**config.mk**
```make
export PLATFORM = sky130hd
export DESIGN_NAME = sd_spi
export DESIGN_NICKNAME = d
export VERILOG_FILES = /design/src/rtl/sd_spi.sv
export SDC_FILE = /design/constraint.sdc
export NUM_CORES = 1
export LEC_CHECK = 0
export BUFFER_PORTS_ARGS = -buffer_cell sky130_fd_sc_hd__buf_2
export CAP_MARGIN = 20
export CORE_UTILIZATION = 50
export CTS_CLUSTER_DIAMETER = 40
export DETAILED_ROUTE_END_ITERATION = 10
export PLACE_DENSITY_LB_ADDON = 0.2
export SLEW_MARGIN = 20
export SYNTH_ARGS = -nofsm -noshare
export SYNTH_HDL_FRONTEND = slang
export SYNTH_SLANG_ARGS = --single-unit
```
**constraint.sdc**
```tcl
create_clock -name clock -period 5.4 [get_ports clock]
set_input_delay 0.81 -clock clock [delete_from_list [all_inputs] [get_ports clock]]
set_output_delay 0.81 -clock clock [all_outputs]
set_load 0.02 [all_outputs]
```
**src/rtl/sd_spi.sv**
```systemverilog
// sd_spi: SPI mode-0 master for the SD slot. Handles byte transfers, chip-select control and the 80-clock init burst.
// Build option SD_SPI_CRC7_EN adds a crc7 output: the CRC7 of every bit that byte transfers shift out.
module sd_spi #(
  parameter int DIV_SLOW = 31,
  parameter int DIV_FAST = 0
) (
  input  logic       clock,
  input  logic       reset_n,
  input  logic       start,
  input  logic [1:0] cmd,
  input  logic [7:0] din,
  input  logic       fast,
  output logic       busy,
  output logic       done,
  output logic [7:0] dout,
  output logic       sd_clk,
  output logic       sd_mosi,
  input  logic       sd_miso,
  output logic       sd_cs_n
`ifdef SD_SPI_CRC7_EN
  ,
  output logic [6:0] crc7
`endif
);

  // state | meaning
  // IDLE  | waiting for start
  // CS    | chip-select command, one cycle
  // LO    | sd_clk low half-period
  // HI    | sd_clk high half-period
  // FIN   | one-cycle wrap-up, dout update
  typedef enum logic [2:0] {ST_IDLE, ST_CS, ST_LO, ST_HI, ST_FIN} state_t;

  localparam int DMAX = (DIV_SLOW > DIV_FAST) ? DIV_SLOW : DIV_FAST;
  localparam int CW   = (DMAX < 1) ? 1 : $clog2(DMAX + 1);
  localparam logic [CW-1:0] D_SLOW = CW'(DIV_SLOW);
  localparam logic [CW-1:0] D_FAST = CW'(DIV_FAST);

  localparam logic [1:0] CMD_XFER   = 2'd0;
  localparam logic [1:0] CMD_CS_ON  = 2'd1;
  localparam logic [1:0] CMD_CS_OFF = 2'd2;
  localparam logic [1:0] CMD_INIT   = 2'd3;

  state_t          r_state, w_state_nxt;
  logic [1:0]      r_cmd;
  logic [CW-1:0]   r_div, r_cnt, w_start_div;
  logic [6:0]      r_bit;
  logic [7:0]      r_shift_out, r_shift_in, r_dout;
  logic            r_sd_clk, r_mosi, r_cs_n, r_done;
  logic            w_tick, w_last;

  assign w_tick      = (r_cnt == '0);
  assign w_last      = (r_cmd == CMD_INIT) ? (r_bit == 7'd79) : (r_bit == 7'd7);
  assign w_start_div = (fast && (cmd != CMD_INIT)) ? D_FAST : D_SLOW;

  assign busy    = (r_state != ST_IDLE);
  assign done    = r_done;
  assign dout    = r_dout;
  assign sd_clk  = r_sd_clk;
  assign sd_mosi = r_mosi;
  assign sd_cs_n = r_cs_n;

  always_ff @(posedge clock or negedge reset_n) begin
    if (!reset_n) r_state <= ST_IDLE;
    else          r_state <= w_state_nxt;
  end

  always_comb begin
    w_state_nxt = r_state;
    case (r_state)
      ST_IDLE: if (start) w_state_nxt = ((cmd == CMD_CS_ON) || (cmd == CMD_CS_OFF)) ? ST_CS : ST_LO;
      ST_CS:   w_state_nxt = ST_FIN;
      ST_LO:   if (w_tick) w_state_nxt = ST_HI;
      ST_HI:   if (w_tick) w_state_nxt = w_last ? ST_FIN : ST_LO;
      ST_FIN:  w_state_nxt = ST_IDLE;
      default: w_state_nxt = ST_IDLE;
    endcase
  end

  always_ff @(posedge clock or negedge reset_n) begin
    if (!reset_n) begin
      r_cmd       <= CMD_XFER;
      r_div       <= D_SLOW;
      r_cnt       <= '0;
      r_bit       <= '0;
      r_shift_out <= '0;
      r_shift_in  <= '0;
      r_sd_clk    <= 1'b0;
      r_mosi      <= 1'b1;
      r_cs_n      <= 1'b1;
      r_done      <= 1'b0;
      r_dout      <= 8'hFF;
    end else begin
      r_done <= 1'b0;
      case (r_state)
        ST_IDLE: if (start) begin
          r_cmd <= cmd;
          r_div <= w_start_div;
          r_cnt <= w_start_div;
          r_bit <= '0;
          case (cmd)
            CMD_XFER: begin
              r_shift_out <= din;
              r_mosi      <= din[7];
            end
            CMD_CS_ON:  r_cs_n <= 1'b0;
            CMD_CS_OFF: r_cs_n <= 1'b1;
            default: begin
              r_cs_n <= 1'b1;
              r_mosi <= 1'b1;
            end
          endcase
        end
        ST_LO: begin
          if (w_tick) begin
            r_sd_clk <= 1'b1;
            r_cnt    <= r_div;
            if (r_cmd == CMD_XFER) r_shift_in <= {r_shift_in[6:0], sd_miso};
          end else begin
            r_cnt <= r_cnt - CW'(1);
          end
        end
        ST_HI: begin
          if (w_tick) begin
            r_sd_clk <= 1'b0;
            r_cnt    <= r_div;
            if (!w_last) begin
              r_bit <= r_bit + 7'd1;
              if (r_cmd == CMD_XFER) begin
                r_mosi      <= r_shift_out[6];
                r_shift_out <= {r_shift_out[6:0], 1'b0};
              end
            end
          end else begin
            r_cnt <= r_cnt - CW'(1);
          end
        end
        ST_FIN: begin
          r_mosi <= 1'b1;
          r_done <= 1'b1;
          if (r_cmd == CMD_XFER) r_dout <= r_shift_in;
        end
        default: ;
      endcase
    end
  end

`ifdef SD_SPI_CRC7_EN
  logic [6:0] r_crc;

  function automatic logic [6:0] f_crc7(input logic [6:0] c, input logic b);
    return {c[5:0], 1'b0} ^ ((c[6] ^ b) ? 7'h09 : 7'h00);
  endfunction

  // Advances in step with every bit placed on sd_mosi by a byte transfer.
  always_ff @(posedge clock or negedge reset_n) begin
    if (!reset_n) begin
      r_crc <= '0;
    end else if ((r_state == ST_IDLE) && start) begin
      if (cmd == CMD_XFER)       r_crc <= f_crc7(r_crc, din[7]);
      else if (cmd == CMD_CS_ON) r_crc <= '0;
    end else if ((r_state == ST_HI) && w_tick && !w_last && (r_cmd == CMD_XFER)) begin
      r_crc <= f_crc7(r_crc, r_shift_out[6]);
    end
  end

  assign crc7 = r_crc;
`endif

endmodule

```
======== Word-level counts from Yosys, hierarchy flattened ========
Index checks and enable logic that the tools add are counted.
cells by class
  add/subtract/negate cells ............... 2
  bitwise operators ....................... 1
  mux-type cells .......................... 32
  equality and inequality tests ........... 17
  reduce and logical (&&, ||, !) cells .... 23
operators by type and width
  operator             number
  $mux 7               8
  $pmux 7 s2           2
  $mux 5               3
  $ne 2x2->1 const B   7
  $mux 3               4
  $pmux 3 s4           1
  $reduce_and 3->1     4
  $reduce_and 6->1     2
  $pmux 5 s2           1
  $mux 1               8
  $add 7x1->7 const B  1
  $eq 7x3->1 const B   1
  $eq 7x7->1 const B   1
  $eq 3x2->1 const B   2
  $pmux 1 s2           3
  $reduce_and 2->1     3
  $reduce_bool 2->1    3
  $reduce_bool 3->1    2
  $logic_not 5->1      1
  $sub 5x1->5 const B  1
  $eq 2x2->1 const B   2
  $logic_not 2->1      2
  $reduce_and 4->1     1
  $reduce_or 2->1      2
  10 further kinds     10
word-level totals
  output and inout port bits .............. 13
  register bits ........................... 49
  logic and storage cells ................. 87

======== Logic depth before layout (Yosys ltp) ========
Gate-level depths: netlist of run 1.
  depth after elaboration ................. 5
  mapped depth ............................ 7
  gate-level depth less buffers ........... 6

======== Least setup slack after synthesis of run 1 ========
OpenSTA, ideal clock, no wires.
  path kind ............................... input port to flip-flop
  start point ............................. input start
  end point ............................... register r_shift_out[1]
  path slack .............................. 3.278 ns
  required time ........................... 5.275 ns
  path buffers ............................ 0
  data arrival time ....................... 1.997 ns
  stages .................................. 4
  path through ............................ nor4b_2 > a21oi_1 > a211oi_2 > mux2_2
between the ends
  longest elaborated chain between the ends .. 2
ends and longest elaborated chain
  what                               line  RTL
  from (decl)                        9     input logic start,
  $ne 2x2->1 (no source line)        --
  $reduce_and 6->1 (no source line)  --
  to (signal assigned)               103   r_shift_out <= din;
  to (signal assigned)               131   r_shift_out <= {r_shift_out[6:0], 1'b0};
  to (decl)                          48    logic [7:0] r_shift_out, r_shift_in, r_dout;
No other way between the ends.
A chain may end at the register's enable or synchronous reset.

======== Final worst setup path of run 1 ========
  start point ............................. register r_cnt[0]
  end point ............................... register r_shift_in[4]
between the ends
  longest elaborated chain between the ends .. 2
ends and longest elaborated chain
  what                               line  RTL
  from (decl)                        46    logic [CW-1:0] r_div, r_cnt, w_start_div;
  from (signal assigned)             99    r_cnt <= w_start_div;
  from (signal assigned)             117   r_cnt <= r_div;
  from (signal assigned)             120   r_cnt <= r_cnt - CW'(1);
  $logic_not 5->1                    52    assign w_tick = (r_cnt == '0);
  $reduce_and 3->1 (no source line)  --
  to (signal assigned)               118   if (r_cmd == CMD_XFER) r_shift_in <= {r_shift_in[6:0], sd_miso};
  to (decl)                          48
No other way between the ends.

==> summary by stage, run 1 <==
Hold path
The count of cells along the worst hold path is 2. The type of the tightest min-delay check is reg2reg. The startpoint of the lowest-slack hold path is r_div[3]$_DFFE_PN1P_. The end point of the worst hold path is r_div[3]$_DFFE_PN1P_.

GRT
The leftover overflow at the end of global routing is 0. The via count of the first global-routing pass came to 1541. For this run, the total global-route usage over all layers was measured as 0.188. The initial antenna violation count came to 0. The pin count of the biggest net entering global routing is 46. The first-pass GRT wire length is 7230 um.

Placement
Input and output buffers added on the ports amount to 27. The final HPWL from detailed placement is 2870 um. The final weighted congestion of routability-driven global placement is 0.766. The number of placed instances, taps included is 270. Before CTS, the worst setup slack after placement is 2750 ps.

Route
The number of nets with antenna violations after routing is 0. The post-route DRC violation count is 0. The number of vias per cell is 5.67. The detail-routed net length per standard cell is 14.7 um. The first routing iteration left 73 violations. The number of detailed-route iterations in the first pass is 4. Across all layers, the routed design uses 1577 vias.

The post-detailed-routing wire length is 4080 um.

Floorplan
The horizontal die dimension is 69.9 um. In this run the core area contains 24 standard-cell rows. The total area inside the core boundary comes to 4380 um^2. During I/O placement, the number of pins put on the boundary was 28.

The starting utilization of the core area is 0.526. The die covers 4890 um^2. The die outline height is 69.9 um.

Logic synthesis
The post-synthesis net count is 219. After technology mapping, the gate count stands at 199. The number of enable-type register cells in the synthesized netlist is 0. The mapped netlist covers 2310 um^2. The count of warnings emitted by yosys is 0. Of the synthesized area, sequential elements account for 0.494. For this run, the leading register cell type out of synthesis is sky130_fd_sc_hd__dfrtp_1. Each instance of the synthesized netlist takes up on average 11.6 um^2. After synthesis the netlist holds a flip-flop and latch count of 45. For this run, asynchronously set or reset flops after synthesis account for 1.00. The count of different cell masters after synthesis is 46.

Timing
The number of endpoints failing setup at the final stage is 0. Counting I/O delays and the setup requirement, the final critical path takes 2680 ps. The number of max-slew violations in the final report is 0. The worst max-slew margin expressed relative to the limit is 0.476. Setup repair after global routing left no endpoint under its margin.

For the pin with the worst max-slew slack, the measured transition is 783 ps. The maximum achievable frequency is 0.373 GHz. The hold violation total from the final report came to 0. The hold slack is 472 ps. The post-layout worst setup margin is 2720 ps.

The setup skew after layout is 5.63 ps. The aggregate negative setup slack is 0 ps. The post-route clock period utilization is 0.496.

CTS
The clock insertion delay at the later pin of the skew report is 300 ps. The maximum buffer depth of the clock tree is 2. Clock tree synthesis selected as its root buffer the cell sky130_fd_sc_hd__clkbuf_8. Clock tree synthesis inserted a total of 5 buffers. The clock-pin transition on the worst setup and hold timing paths is 80 ps. In this run, post-CTS hold repair placed 0 buffers. Post-CTS timing repair inserted 0 buffers for setup.

The clock tree from TritonCTS is done. Gates resized during post-CTS repair numbered 0. The clock drives 45 sinks. The total number of H-tree levels is 2.

Layout
Registers take 1140 um^2. The repair_antennas step left the layout with diodes totalling 0. The number of fill cells is 374.

In the layout the commonest cells are sky130_fd_sc_hd__dfrtp_1, sky130_fd_sc_hd__buf_2, sky130_fd_sc_hd__mux2_2. The final layout net count is 245. The layout overhead on the synthesized area is 11.6%.

The area used by multi-input combinational logic is 1070 um^2. The finished layout holds 278 standard cells, fillers aside. The library cell used most frequently in the layout, excluding fill and tap cells, is sky130_fd_sc_hd__dfrtp_1. The proportion of layout cells with a drive suffix above 1 is 0.354.

Critical path
The maximum net fanout on the critical path is 14. The required time at the worst-slack endpoint is 5590 ps. The worst setup path is captured at a flop. The worst flop-to-flop path startpoint is r_cnt[0]$_DFFE_PN0P_. The arrival time of data at the critical path endpoint is 2860 ps. The endpoint of the most critical register-to-register path is r_shift_in[4]$_DFFE_PN0P_. The setup path with the least slack is of type reg2reg. The number of cells on the worst reg-to-reg path is 6. STA classifies the critical path startpoint as a flop. The setup slack of the most critical reg-to-reg path is 2720 ps.

Run
The tool flagged a number of max-cap violations equal to 0.

Power and ir drop
In this run the static leakage power is 1.22 nW. The power density over the cells is 413 nW/um^2. The worst IR drop on VDD is 0.163 mV. The overall power after layout is 1.06 mW.

Outcome
The run finished with clean final reports.
-- critical path, cell delays in order, from the launching register on --
cell and delay (ps):
sky130_fd_sc_hd__dfrtp_1 390, sky130_fd_sc_hd__inv_1 90, sky130_fd_sc_hd__ha_1 230, sky130_fd_sc_hd__nor4b_4 680, sky130_fd_sc_hd__nand2_2 100, sky130_fd_sc_hd__or4_1 690, sky130_fd_sc_hd__mux2_4 380
-- report_power, final --
part           switching (mW)  internal, mW
registers              0.0745         0.423
logic                   0.150         0.163
clock network           0.112         0.139
-- how the worst max path moves through the flow --
stage	startpoint	end	slack (ps)	cells after the start
finish	r_cnt[0]$_DFFE_PN0P_	r_shift_in[4]$_DFFE_PN0P_	2720	6
global route	r_cnt[0]$_DFFE_PN0P_	r_shift_in[4]$_DFFE_PN0P_	2570	6
CTS	r_cnt[0]$_DFFE_PN0P_	r_shift_in[6]$_DFFE_PN0P_	2730	6
detailed placement	r_cnt[0]$_DFFE_PN0P_	r_shift_in[3]$_DFFE_PN0P_	2750	6
global placement	r_cnt[0]$_DFFE_PN0P_	r_shift_in[1]$_DFFE_PN0P_	2760	6
floorplan	start	r_shift_out[1]$_DFFE_PN0P_	3280	4
-- synth_stat cells (all sizes together) (3+ instances only) --
| cell type | count | area share |
|---|---|---|
| inv | 12 | 0.020 |
| nand2b | 4 | 0.011 |
| nand3 | 6 | 0.013 |
| buf | 5 | 0.016 |
| nor3 | 3 | 0.0065 |
| mux2 | 30 | 0.16 |
| or4 | 4 | 0.013 |
| nand4 | 3 | 0.0081 |
| a21oi | 11 | 0.024 |
| nand2 | 13 | 0.022 |
| clkbuf | 3 | 0.0049 |
| dfstp | 11 | 0.13 |
| nor2 | 7 | 0.011 |
| and3b | 3 | 0.011 |
| o21ai | 9 | 0.020 |
| o31ai | 4 | 0.013 |
| o211ai | 3 | 0.0098 |
| ha | 5 | 0.027 |
| dfrtp | 34 | 0.37 |
-- flip-flops by register name, summed over array words and instances, names as in the netlist, 2 cells and up --
| signal | cells |
|---|---|
| dout | 8 |
| r_cnt | 5 |
| r_shift_out | 7 |
| r_cmd | 2 |
| r_state | 3 |
| r_bit | 7 |
| r_shift_in | 8 |
-- cells by family after synthesis --
logic type      count (synthesis)  share of synthesized area
simple gates                   55                      0.142
flops                          45                      0.494
compound gates                 42                      0.127
mux                            31                      0.165
buf+inv                        20                     0.0401
fa+ha+maj                       5                     0.0271
xor+xnor                        1                    0.00380
-- metal layers --
layer  vias to the layer above  part of all wire  wire length, um  GRT usage
li1                        778                 -                -          -
met1                       763              0.49             2010      0.265
met2                        30              0.45             1850      0.285
met3                         6             0.041              169     0.0534
met4                         0             0.012               48     0.0533
met5                         -                 0                0          0
-- cell type report --
type,count,share of cell area
Inverter,12,0.0175
Multi-Input combinational cell,134,0.418
Clock buffer,6,0.0282
Tap cell,52,0.0253
Sequential cell,45,0.443
Clock inverter,2,0.0151
Timing Repair Buffer,27,0.0535
-- stage by stage --
| stage | area, um^2 | util |
|---|---|---|
| finish | 2570 | 0.587 |
| detailed placement | 2460 | 0.561 |
| floorplan | 2310 | - |
| CTS | 2570 | 0.586 |
| global route | 2570 | 0.587 |
| global placement | 2460 | 0.561 |
Power figures use the tool's default switching activity.
==> inputs of run 2 (changes only) <==
Settings changed: ABC_AREA set to 1.
Clock period 5.4 ns to 2.6 ns, I/O delays scaled along.
==> summary by stage, run 2 <==
Floorplan
The number of top-level pins came to 28 (unchanged). The placeable core area is 4470 um^2 (was 4380 um^2). The overall die area is 5080 um^2 (was 4890 um^2).

The row count came to 24 (unchanged). The horizontal die dimension is 71.3 um (was 69.9 um). The starting utilization of the core area is 0.536 (was 0.526). The die outline height is 71.3 um (was 69.9 um).

Critical path
The endpoint of the most critical register-to-register path is r_shift_in[0]$_DFFE_PN0P_ (was r_shift_in[4]$_DFFE_PN0P_). The maximum net fanout on the critical path is 6 (was 14). The number of cells traversed by the worst register-to-register path is 7 (was 6).

The setup slack of the most critical reg-to-reg path is 910 ps (was 2720 ps). The startpoint-to-endpoint class of the critical path was reg2out (was reg2reg). The peak per-stage delay on the critical path is 410 ps (was 690 ps). The arrival time of data at the critical path endpoint came to 1400 ps (was 2860 ps). The family of cells with the greatest summed delay on the critical path was flip-flops (was simple AND/OR/NAND/NOR gates). The nature of the critical path endpoint is a primary output (was flop). The worst-path cell with the longest stage delay is sky130_fd_sc_hd__dfrtp_1 (was sky130_fd_sc_hd__or4_1). The required time at the worst-slack endpoint is 2210 ps (was 5590 ps).

The count of buffer and inverter cells on the critical path was 3 (was 1). Ordered cell list for the critical path: inv_1 > nand2_2 > nor2_4 > inv_2 > buf_2 (was inv_1 > ha_1 > nor4b_4 > nand2_2 > or4_1 > mux2_4). The worst flop-to-flop path startpoint is r_cnt[0]$_DFFE_PN0P_ (unchanged). The type of element launching the critical path is a flop (unchanged).

Route
The number of detailed-route iterations in the first pass is 7 (was 4). The number of vias per cell is 5.00 (was 5.67). The detail-routed net length per standard cell is 11.8 um (was 14.7 um). The post-route DRC violation count came to 3 (was 0). The via total after detailed routing is 1894 (was 1577). The number of design-rule violations left by the first detailed-router iteration is 100 (was 73). The number of nets with antenna violations after routing came to 0 (unchanged).

The post-detailed-routing wire length is 4460 um (was 4080 um).

Placement
The final weighted congestion of routability-driven global placement was 0.826 (was 0.766). The final HPWL from detailed placement is 3310 um (was 2870 um). The number of buffers added on ports is 27 (unchanged).

Logic synthesis
Most numerous cell types in the synthesized netlist: sky130_fd_sc_hd__nand2_1, sky130_fd_sc_hd__dfrtp_1, sky130_fd_sc_hd__inv_1 (was sky130_fd_sc_hd__dfrtp_1, sky130_fd_sc_hd__mux2_2, sky130_fd_sc_hd__inv_1, sky130_fd_sc_hd__nand2_1). The synthesized-area fraction occupied by adder cells is 0.0261 (was 0.0271). The most frequent cell after synthesis is sky130_fd_sc_hd__nand2_1 (was sky130_fd_sc_hd__dfrtp_1). The count of different cell masters after synthesis is 31 (was 46).

The number of storage elements in the synthesis netlist is 45 (unchanged). The xor/xnor share of the synthesized area was 0.0146 (was 0.00380). The combinational family with the most area after synthesis is simple AND/OR/NAND/NOR gates (was multiplexers). The post-synthesis net count is 315 (was 219). The area fraction of the dominant cell type after synthesis is 0.355 (was 0.369). The dominant register cell in the synthesized netlist is sky130_fd_sc_hd__dfrtp_1 (unchanged). The compound-cell area share of the yosys netlist was 0.0970 (was 0.127). The part of the Yosys area used for sequential elements came to 0.475 (was 0.494).

The most area-hungry cell type in the Yosys netlist is sky130_fd_sc_hd__dfrtp_1 (unchanged). The combined area of all synthesized cells came to 2400 um^2 (was 2310 um^2). Largest cells by area after synthesis: sky130_fd_sc_hd__dfrtp_1, sky130_fd_sc_hd__nand2_1, sky130_fd_sc_hd__dfstp_2 (was sky130_fd_sc_hd__dfrtp_1, sky130_fd_sc_hd__dfstp_2, sky130_fd_sc_hd__mux2_2). The gate count after technology mapping is 295 (was 199). The async set or reset register ratio after synthesis is 1.00 (unchanged). The post-synthesis share of cell area spent on and, or, nand and nor gates is 0.305 (was 0.142). The share of synthesized area spent on multiplexers is 0.0109 (was 0.165). The count of warnings emitted by yosys was 0 (unchanged). The number of enable-type register cells in the synthesized netlist came to 0 (unchanged). The average size of a mapped cell was 8.13 um^2 (was 11.6 um^2).

Power and ir drop
The static leakage was 1.35 nW (was 1.22 nW). The power density over the cells was 441 nW/um^2 (was 413 nW/um^2). The worst IR drop on VDD is 0.351 mV (was 0.163 mV).

Timing
The slew at the pin closest to its max-slew limit came to 896 ps (was 783 ps). The setup skew after layout was 8.70 ps (was 5.63 ps). Unrepaired setup endpoints after global routing: false (unchanged).

The aggregate negative setup slack was 0 ps (unchanged). The worst path in the final design needs a cycle of 1790 ps, including I/O delays and setup. The number of max-slew violations in the final report came to 0 (unchanged). The hold violation total from the final report is 0 (unchanged). Of the available clock period, the critical path in the final layout requires 0.688. The number of endpoints failing setup at the final stage is 0 (unchanged). The worst max-slew margin expressed relative to the limit is 0.403 (was 0.476). The maximum achievable frequency is 0.559 GHz.

Layout
The number of diodes is 0 (unchanged). The layout overhead on the synthesized area is 11.2% (was 11.6%). The most common cell after layout, fill and taps aside is sky130_fd_sc_hd__nand2_1 (was sky130_fd_sc_hd__dfrtp_1). The final layout net count is 346 (was 245). Most used cells in the layout excluding fill and tap cells: sky130_fd_sc_hd__nand2_1, sky130_fd_sc_hd__dfrtp_1, sky130_fd_sc_hd__inv_1 (was sky130_fd_sc_hd__dfrtp_1, sky130_fd_sc_hd__buf_2, sky130_fd_sc_hd__mux2_2). The proportion of layout cells with a drive suffix above 1 is 0.257 (was 0.354). The utilization of the core after routing is 0.596 (was 0.587).

CTS
The root buffer cell is sky130_fd_sc_hd__clkbuf_8 (unchanged). The total clock buffers created by CTS is 5 (unchanged). The clock sink count is 45 (unchanged). The maximum buffer depth of the clock tree is 2 (unchanged). The number of resized instances in the post-cts repair step is 0 (unchanged). The total number of H-tree levels is 2 (unchanged).

The buffer count from post-CTS setup fixing is 0 (unchanged). The hold-fix buffer count after cts is 0 (unchanged). The clock-pin transition on the worst setup and hold timing paths came to 90 ps (was 80 ps). The clock insertion delay at the later pin of the skew report was 300 ps (about the same). The clock tree from TritonCTS was done (unchanged).

GRT
The via count of the first global-routing pass was 1763 (was 1541). The leftover overflow at the end of global routing is 0 (unchanged). The first-pass GRT wire length was 7620 um (was 7230 um).

The global-route total usage across every layer is 0.195 (was 0.188). The initial antenna violation count is 0 (unchanged). The pin count of the biggest net entering global routing is 41 (was 46).

Hold path
The type of the tightest min-delay check was in2async (was reg2reg).

Outcome
Result of the run: finished, violations left (was finished, final reports clean). The checks that failed: design-rule violations.

Run
The max-cap violation count is 0 (unchanged).
==> run 2: cell count changes after synthesis, sizes merged, moves of 3 or more <==
cell and change:
or4 -4, nand2 +99, nand2b -4, mux2 -28, nor2 +21, clkbuf -3
xor2 +3, a21oi -3, inv +26, o21ai +19, o31ai -4, nand3 +5
and3b -3
==> run 2: kinds of logic after synthesis <==
group,after synthesis
buffers and inverters,42
AOI/OAI and AO/OA,39
xor gates and xnor gates,4
muxes,2
and+or+nand+nor,158
adders and majority gates,5
DFF,45
==> run 2: report_power, final <==
group | switching (mW) | internal (mW) | total (mW) | leakage, nW
logic | 0.0256 | 0.0133 | 0.0389 | 0.751
clock network | 0.245 | 0.191 | 0.436 | 0.0445
registers | 0.000182 | 0.701 | 0.701 | 0.556
total | 0.271 | 0.905 | 1.18 | 1.35
==> run 2: metrics by stage <==
stage | hold WS [ps] | power, mW | instance area (um^2) | std cells | setup slack, ps
after floorplan | 94.4 | 0.726 | 2400 | 295 | 1190
after global placement | 448 | 0.754 | 2580 | 371 | 922
after detailed placement | 452 | 0.755 | 2580 | 371 | 915
after CTS | 237 | 1.19 | 2670 | 379 | 814
after global routing | 287 | 1.22 | 2670 | 379 | 738
final | 193 | 1.18 | 2670 | 379 | 811
==> run 2: cell type report <==
class / count / area, um^2
clock inverter: 3 / 21.3
inverter: 38 / 143
sequential: 45 / 1140
fill: 427 / 1810
tap: 52 / 65.1
clock buffer: 5 / 68.8
timing repair buffer: 28 / 143
multi-input combinational: 208 / 1090
==> run 2: worst max-delay path by stage <==
stage / endpoint / from / cells after the start
6_report: busy / r_state[1]$_DFFE_PN0P_ / 5
5_1_grt: r_shift_in[0]$_DFFE_PN0P_ / r_cnt[0]$_DFFE_PN0P_ / 7
4_1_cts: busy / r_state[1]$_DFFE_PN0P_ / 5
3_5_place_dp: r_shift_in[0]$_DFFE_PN0P_ / r_cnt[0]$_DFFE_PN0P_ / 7
3_3_place_gp: r_shift_in[0]$_DFFE_PN0P_ / r_cnt[0]$_DFFE_PN0P_ / 7
2_1_floorplan: r_shift_out[1]$_DFFE_PN0P_ / r_cnt[0]$_DFFE_PN0P_ / 9
==> run 2: routing by layer <==
layer	vias to the layer above	routed length [um]	global-route usage	part of all wire
met1	875	2220	0.260	0.50
li1	985	-	-	-
met5	-	0	0	0
met3	5	161	0.0450	0.036
met4	0	48	0.0689	0.011
met2	29	2030	0.314	0.46
